`src/rtl/pulse_period_meter.sv`:
```
// Measures the number of clk cycles spanning NPER periods of an asynchronous pulse stream,
// reporting each result with a one-cycle valid strobe and a saturation flag.
module pulse_period_meter #(
  parameter int CNT_BITS    = 24,
  parameter int NPER        = 1,
  parameter int SYNC_STAGES = 2
) (
  input  logic                clk,
  input  logic                rst,
  input  logic                pulse_in,
  input  logic                enable,
  output logic [CNT_BITS-1:0] period,
  output logic                valid,
  output logic                overflow,
  output logic                busy
);

  typedef enum logic [1:0] {IDLE, ARM, MEAS} state_t;

  localparam logic [CNT_BITS-1:0] CNT_MAX = '1;
  localparam logic [CNT_BITS-1:0] CNT_ONE = CNT_BITS'(1);
  localparam logic [7:0]          NPER_M1 = 8'(NPER - 1);

  state_t                state_q, state_d;
  logic [SYNC_STAGES-1:0] sync_q, sync_d;
  logic                  dly_q, dly_d;
  logic [CNT_BITS-1:0]   cnt_q, cnt_d;
  logic [CNT_BITS-1:0]   cnt_inc;
  logic [7:0]            per_cnt_q, per_cnt_d;
  logic                  ovf_pend_q, ovf_pend_d;
  logic [CNT_BITS-1:0]   period_q, period_d;
  logic                  overflow_q, overflow_d;
  logic                  valid_q, valid_d;
  logic                  rise;

  always_comb begin
    sync_d = {sync_q[SYNC_STAGES-2:0], pulse_in};
    dly_d  = sync_q[SYNC_STAGES-1];
  end

  assign rise    = sync_q[SYNC_STAGES-1] & ~dly_q;
  assign cnt_inc = (cnt_q == CNT_MAX) ? cnt_q : cnt_q + CNT_ONE;

  always_comb begin
    state_d    = state_q;
    cnt_d      = cnt_q;
    per_cnt_d  = per_cnt_q;
    ovf_pend_d = ovf_pend_q;
    period_d   = period_q;
    overflow_d = overflow_q;
    valid_d    = 1'b0;

    case (state_q)
      IDLE: begin
        cnt_d      = '0;
        per_cnt_d  = '0;
        ovf_pend_d = 1'b0;
        if (enable) state_d = ARM;
      end
      ARM: begin
        cnt_d      = '0;
        per_cnt_d  = '0;
        ovf_pend_d = 1'b0;
        if (rise) begin
          state_d = MEAS;
          cnt_d   = CNT_ONE;
        end
      end
      MEAS: begin
        // A terminating edge reports and restarts in the same cycle, so there is no dead time.
        if (rise && per_cnt_q == NPER_M1) begin
          period_d   = cnt_q;
          overflow_d = ovf_pend_q;
          valid_d    = 1'b1;
          cnt_d      = CNT_ONE;
          per_cnt_d  = '0;
          ovf_pend_d = 1'b0;
        end else begin
          cnt_d = cnt_inc;
          if (cnt_inc == CNT_MAX) ovf_pend_d = 1'b1;
          if (rise) per_cnt_d = per_cnt_q + 8'd1;
        end
      end
      default: state_d = IDLE;
    endcase

    // Dropping enable wins over everything, including a coincident terminating edge.
    if (!enable) begin
      state_d    = IDLE;
      cnt_d      = '0;
      per_cnt_d  = '0;
      ovf_pend_d = 1'b0;
      period_d   = period_q;
      overflow_d = overflow_q;
      valid_d    = 1'b0;
    end
  end

  always_ff @(posedge clk) begin
    if (rst) begin
      state_q    <= IDLE;
      sync_q     <= '0;
      dly_q      <= 1'b0;
      cnt_q      <= '0;
      per_cnt_q  <= '0;
      ovf_pend_q <= 1'b0;
      period_q   <= '0;
      overflow_q <= 1'b0;
      valid_q    <= 1'b0;
    end else begin
      state_q    <= state_d;
      sync_q     <= sync_d;
      dly_q      <= dly_d;
      cnt_q      <= cnt_d;
      per_cnt_q  <= per_cnt_d;
      ovf_pend_q <= ovf_pend_d;
      period_q   <= period_d;
      overflow_q <= overflow_d;
      valid_q    <= valid_d;
    end
  end

  assign period   = period_q;
  assign valid    = valid_q;
  assign overflow = overflow_q;
  assign busy     = (state_q == MEAS);

endmodule

```
`config.mk`:
```
export PLATFORM = sky130hd
export DESIGN_NAME = pulse_period_meter
export DESIGN_NICKNAME = d
export VERILOG_FILES = /design/src/rtl/pulse_period_meter.sv
export SDC_FILE = /design/constraint.sdc
export NUM_CORES = 1
export LEC_CHECK = 0
export ABC_CLOCK_PERIOD_IN_PS = 2700
export BUFFER_PORTS_ARGS = -buffer_cell sky130_fd_sc_hd__buf_4
export CAP_MARGIN = 20
export CORE_MARGIN = 5
export CORE_UTILIZATION = 45
export DETAILED_ROUTE_END_ITERATION = 12
export PLACE_DENSITY = 0.73
export SLEW_MARGIN = 10
export SYNTH_ARGS = -nofsm -noshare
export SYNTH_HDL_FRONTEND = slang
export SYNTH_SLANG_ARGS = --single-unit
export TNS_END_PERCENT = 10
```
`constraint.sdc`:
```
create_clock -name clk -period 2.7 [get_ports clk]
set_input_delay 0.27 -clock clk [delete_from_list [all_inputs] [get_ports clk]]
set_output_delay 0.27 -clock clk [all_outputs]
set_load 0.02 [all_outputs]
```
Word level (Yosys, flattened, before mapping):

Index checks and enable logic that the tools add are counted.

* register bits after elaboration: 64
* bits in read-only memories: 0
* bits in latches: 0
* output and inout port bits: 27
* word-level logic and storage cells: 47
* input port bits: 4
* memory bits (writable): 0
* memories kept: 0

* magnitude comparators: 0
* eq/ne operators: 7
* multipliers: 0
* mux-type cells: 13
* reductions and logical operators: 12
* bitwise operators: 4
* $add $sub $neg: 2
* shift operators: 0
* divide/modulo/power cells: 0

Operator list (number)
* $pmux 24 s3: 1
* $eq 24x24->1 const B: 2
* $mux 24: 2
* $add 24x1->24 const B: 1
* $mux 8: 2
* $pmux 8 s2: 1
* $add 8x1->8 const B: 1
* $logic_not 8->1: 1
* $ne 3x1->1 const B: 2
* $pmux 2 s3: 1
* $reduce_and 2->1: 3
* $mux 1: 4
* $reduce_or 2->1: 2
* $not 1->1: 3
* $reduce_and 3->1: 1
* $reduce_bool 3->1: 1
* $reduce_or 3->1: 1
* $eq 2x1->1 const B: 1
* $eq 2x2->1 const B: 1
* $logic_not 2->1: 1
* $mux 2: 1
* $ne 2x2->1 const B: 1
* $pmux 1 s2: 1
* $reduce_bool 2->1: 1
* 2 further kinds: 2

Depth between registers and ports, before layout:

* depth after elaboration: 6
* depth in mapped cells: 10
* mapped depth without buffers: 8

Least setup slack after synthesis:

No wires, ideal clock.

* kind: register to register
* start point: reg cnt_q[1]
* end point: reg ovf_pend_q
* buffers on the path: 0
* arrival time: 2.186 ns
* data required time: 2.616 ns
* library setup time: 0.084 ns
* setup slack: 0.430 ns
* period minus slack after synthesis: 2.270 ns
* stages on the path, launching flop included: 8
* path through: dfxtp_1 -> ha_1 -> a21oi_1 -> or3b_1 -> or4_1 -> a2111oi_2 -> o2111ai_1 -> o31ai_2

* longest elaborated chain between the ends: 5

RTL lines
* start: declaration: line 27 `logic [CNT_BITS-1:0] cnt_q, cnt_d;`
* start signal: assignment: line 114 `cnt_q <= cnt_d;`
* $add 24x1->24 or $eq 24x24->1 (tied branches): line 42 `assign cnt_inc = (cnt_q == CNT_MAX) ? cnt_q : cnt_q + CNT_ONE;`
* $mux 24 (*): line 42
* $eq 24x24->1 (*): line 80 `if (cnt_inc == CNT_MAX) ovf_pend_d = 1'b1;`
* $ne 3x1->1 (no source line) (*)
* $reduce_and 2->1 (no source line) (*)
* end signal: assignment: line 116 `ovf_pend_q <= ovf_pend_d;`
* end: declaration: line 30 `logic ovf_pend_q, ovf_pend_d;`

Every way passes the cells marked *; elsewhere a longest branch is shown, timed or not.
A chain may end at the register's enable or synchronous reset.

Worst setup path after layout:

Ends and elaborated chain as after synthesis.

==> flow_summary.toml <==
[power_and_ir_drop]
p_leak_nw = 1.38
peakVddDrop_v = 0.000331
p_per_area_mw_per_mm2 = 447
comb_power_share_pct = 2.1
internal-power_w = 0.00140
p_switching_w = 0.000380
p_clk_share_pct = 44.6
p_sw_share_pct = 21.3
p_seq_share_pct = 53.3
finalPower_w = 0.00178

[placed_design]
io_buffers = 30
gp_congestion = 0.956
dpl.cell_count = 563
place_area_mm2 = 0.00380
hpwl_mm = 6.62
dp_slack_ps = 259

[global_routing]
grt_pass1_wl_mm = 15.7
antenna_found_initial = 0
grt_pass1_vias = 3119
grtUsageTotal_pct = 19.8
grt_max_degree = 31
grt_overflow = 0

[drt]
routed_via_density = 5.88
vias = 3401
drcViolationCount = 0
ant_nets = 0
drtIter0Drc = 234
wire_per_inst_um = 16.0
wl_mm = 9.22
first_pass_iters = 7

[timing]
layout_setup_ws_ps = 206
fin_tns_setup_ps = 0
rsz0062_at_grt = "no"
worst_pin_slew_ps = 1050
fin_worst_skew_ps = 9.55
post-route-period-util_pct = 92.4
slew_viol_final = 0
period_minus_slack_ps = 2490
setup_viol = 0
fmax_mhz = 401
relSlewSlack_pct = 30.3
hold_violations = 0

[critical_path]
crit_type = "flip-flop to flip-flop"
critPathLaunchType = "flip-flop"
worst-path-buf-inv = 1
slowest_delay_ps = 580
critical-path-top-delay-family = "simple AND/OR/NAND/NOR gates"
end_kind = "flip-flop"
cp_slowest_cell = "or4_1"
cp_data_required_time_ps = 2970
cp_max_fo = 8
crit_arrival_ps = 2770
path_cells = "ha_1, buf_4, nand4_1, or4_1, o2111ai_1, xnor2_1, o221ai_2, o31ai_2"

[layout]
multiInputGateArea_mm2 = 0.00194
drive_gt1_share_pct = 18.5
num-fill-cells = 730
nets = 484
final_area_mm2 = 0.00398
instances_no_fill = 578
register_area_mm2 = 0.00128
syn2layout_area_growth_pct = 14.4
antenna_cells = 0

[synth]
async_flop_share_pct = 0
synth_nets = 460
synth-seq-cells = 64
synth_compound_area_share_pct = 24.4
ys_dominant_reg_cell = "dfxtp_1"
synth-simple-area-share_pct = 26.6
avgSynthCellArea_um2 = 7.77
syn_inst = 448
synth.mux.area_fraction_pct = 0
synth_top_family_by_area = "simple AND/OR/NAND/NOR gates"
yosys_warnings = 0
yosysUniqueCellTypes = 74
netlist_area_mm2 = 0.00348
synth-edff-count = 0
synth_fa_ha_area_share_pct = 2.88
seq_area_frac_synth_pct = 36.8
yosys.area_share.xor_xnor_pct = 2.01

[cts]
cts_tree = "done"
cts_made_buffers = 9
clock_path_buffers = 2
ctsResizeCount = 0
clk_latency_ps = 350
clkTransAtPathRegs_ps = 70
cts.sinks = 64
postCtsSetupBuffers = 0
root_buffer = "clkbuf_8"
ctsHoldBuffers = 0
h-tree-depth = 3

[die]
die_w_um = 98.0
die_h_um = 98.0
io_pins = 31
rows = 32
die-area_mm2 = 0.00959
start_util_pct = 45.5
core_mm2 = 0.00765

[hold_path]
hp-class = "primary input to flip-flop"

[run]
cap_viol_max_count = 0

[outcome]
status = "completed"
[power groups by stage]
stage / registers, W / clock network, W / logic, W
2_1_floorplan: 0.000969 / 0 / 0.0000252
3_3_place_gp: 0.000970 / 0 / 0.0000357
3_5_place_dp: 0.000970 / 0 / 0.0000372
4_1_cts: 0.000948 / 0.000811 / 0.0000373
5_1_grt: 0.000948 / 0.000866 / 0.0000413
6_report: 0.000949 / 0.000794 / 0.0000368
[cell usage after synthesis (all sizes together) (2+ instances only)]
master | n | area (um2)
nand2 | 77 | 289
dfxtp | 64 | 1280
a21oi | 57 | 285
nor2 | 27 | 101
clkbuf | 22 | 104
o21ai | 20 | 104
buf | 18 | 106
nand3 | 17 | 90.1
nand4 | 13 | 87.6
a31oi | 11 | 68.8
inv | 11 | 41.3
nor3 | 9 | 45.0
ha | 8 | 100
or4 | 7 | 52.6
and3 | 6 | 38.8
xor2 | 6 | 52.6
nor4 | 5 | 31.3
or3 | 5 | 33.8
a211oi | 4 | 30.0
a21o | 4 | 31.3
nor2b | 4 | 25.0
o22ai | 4 | 25.0
a21boi | 3 | 37.5
a311oi | 3 | 26.3
a41oi | 2 | 17.5
and2 | 2 | 13.8
and4b | 2 | 21.3
nand2b | 2 | 12.5
nand3b | 2 | 15.0
o2111ai | 2 | 17.5
o211a | 2 | 27.5
o211ai | 2 | 20.0
o21a | 2 | 15.0
o311a | 2 | 21.3
o31a | 2 | 18.8
o31ai | 2 | 20.0
xnor2 | 2 | 17.5
[placed cells by master, fill, tap and decap left out, types with 2 or more instances in the layout]
| cell type | count |
|---|---|
| a311oi_1 | 3 |
| a21oi_1 | 57 |
| a21o_1 | 3 |
| nor3_1 | 9 |
| or3_2 | 2 |
| or3_1 | 3 |
| and3_1 | 5 |
| clkinv_2 | 3 |
| o2111ai_1 | 2 |
| or4_1 | 7 |
| nand2b_1 | 2 |
| dfxtp_1 | 64 |
| nor2b_1 | 4 |
| o22ai_1 | 4 |
| nor4_1 | 5 |
| nand4_1 | 12 |
| o21ai_0 | 18 |
| ha_1 | 8 |
| buf_4 | 53 |
| o21a_1 | 2 |
| a41oi_1 | 2 |
| nand3_1 | 16 |
| clkbuf_8 | 10 |
| nand3b_1 | 2 |
| nor2_1 | 27 |
| xor2_1 | 6 |
| xnor2_1 | 2 |
| a31oi_1 | 11 |
| nand2_1 | 77 |
| inv_1 | 11 |
| a211oi_1 | 4 |
[final timing paths]
kind	startpoint	to	slack [ps]	cells past startpoint
worst max register to register	cnt_q[1]	ovf_pend_q	210	8
worst max-delay path	cnt_q[1]	ovf_pend_q	210	8
worst min-delay path	pulse_in	sync_q[0]	140	2
worst min register to register	period[22]	period[22]	450	2
[registers in the layout (all words and copies together), names as in the netlist]
register    count
cnt_q          24
period         24
per_cnt_q       8
state_q         2
sync_q          2
dly_q           1
overflow        1
ovf_pend_q      1
valid           1
[layer usage]
metal  vias to the layer above  GRT usage, %  wire length [um]
met4                         0          5.54               187
met2                       128          30.1              4200
met1                      1608          26.9              4150
li1                       1644             -                 -
met3                        21          6.50               690
met5                         -             0                 0
[logic make-up after synthesis]
family / Yosys count
fa+ha+maj: 8
simple gates: 186
flops: 64
compound gates: 130
buf+inv: 52
xor+xnor: 8
[layout make-up]
class / instances / share of cell area (%)
inverter: 12 / 1.13
clock inverter: 4 / 1.13
sequential: 64 / 32.2
tap: 102 / 3.20
clock buffer: 11 / 3.55
timing repair buffer: 53 / 9.99
multi-input combinational: 332 / 48.8
[metrics by stage]
step / utilization (%) / hold WS, ps
2_1_floorplan: - / 398
3_3_place_gp: 49.6 / 439
3_5_place_dp: 49.6 / 440
4_1_cts: 52.1 / 136
5_1_grt: 52.1 / 156
6_report: 52.1 / 142
(Power assumes the default switching activity.)
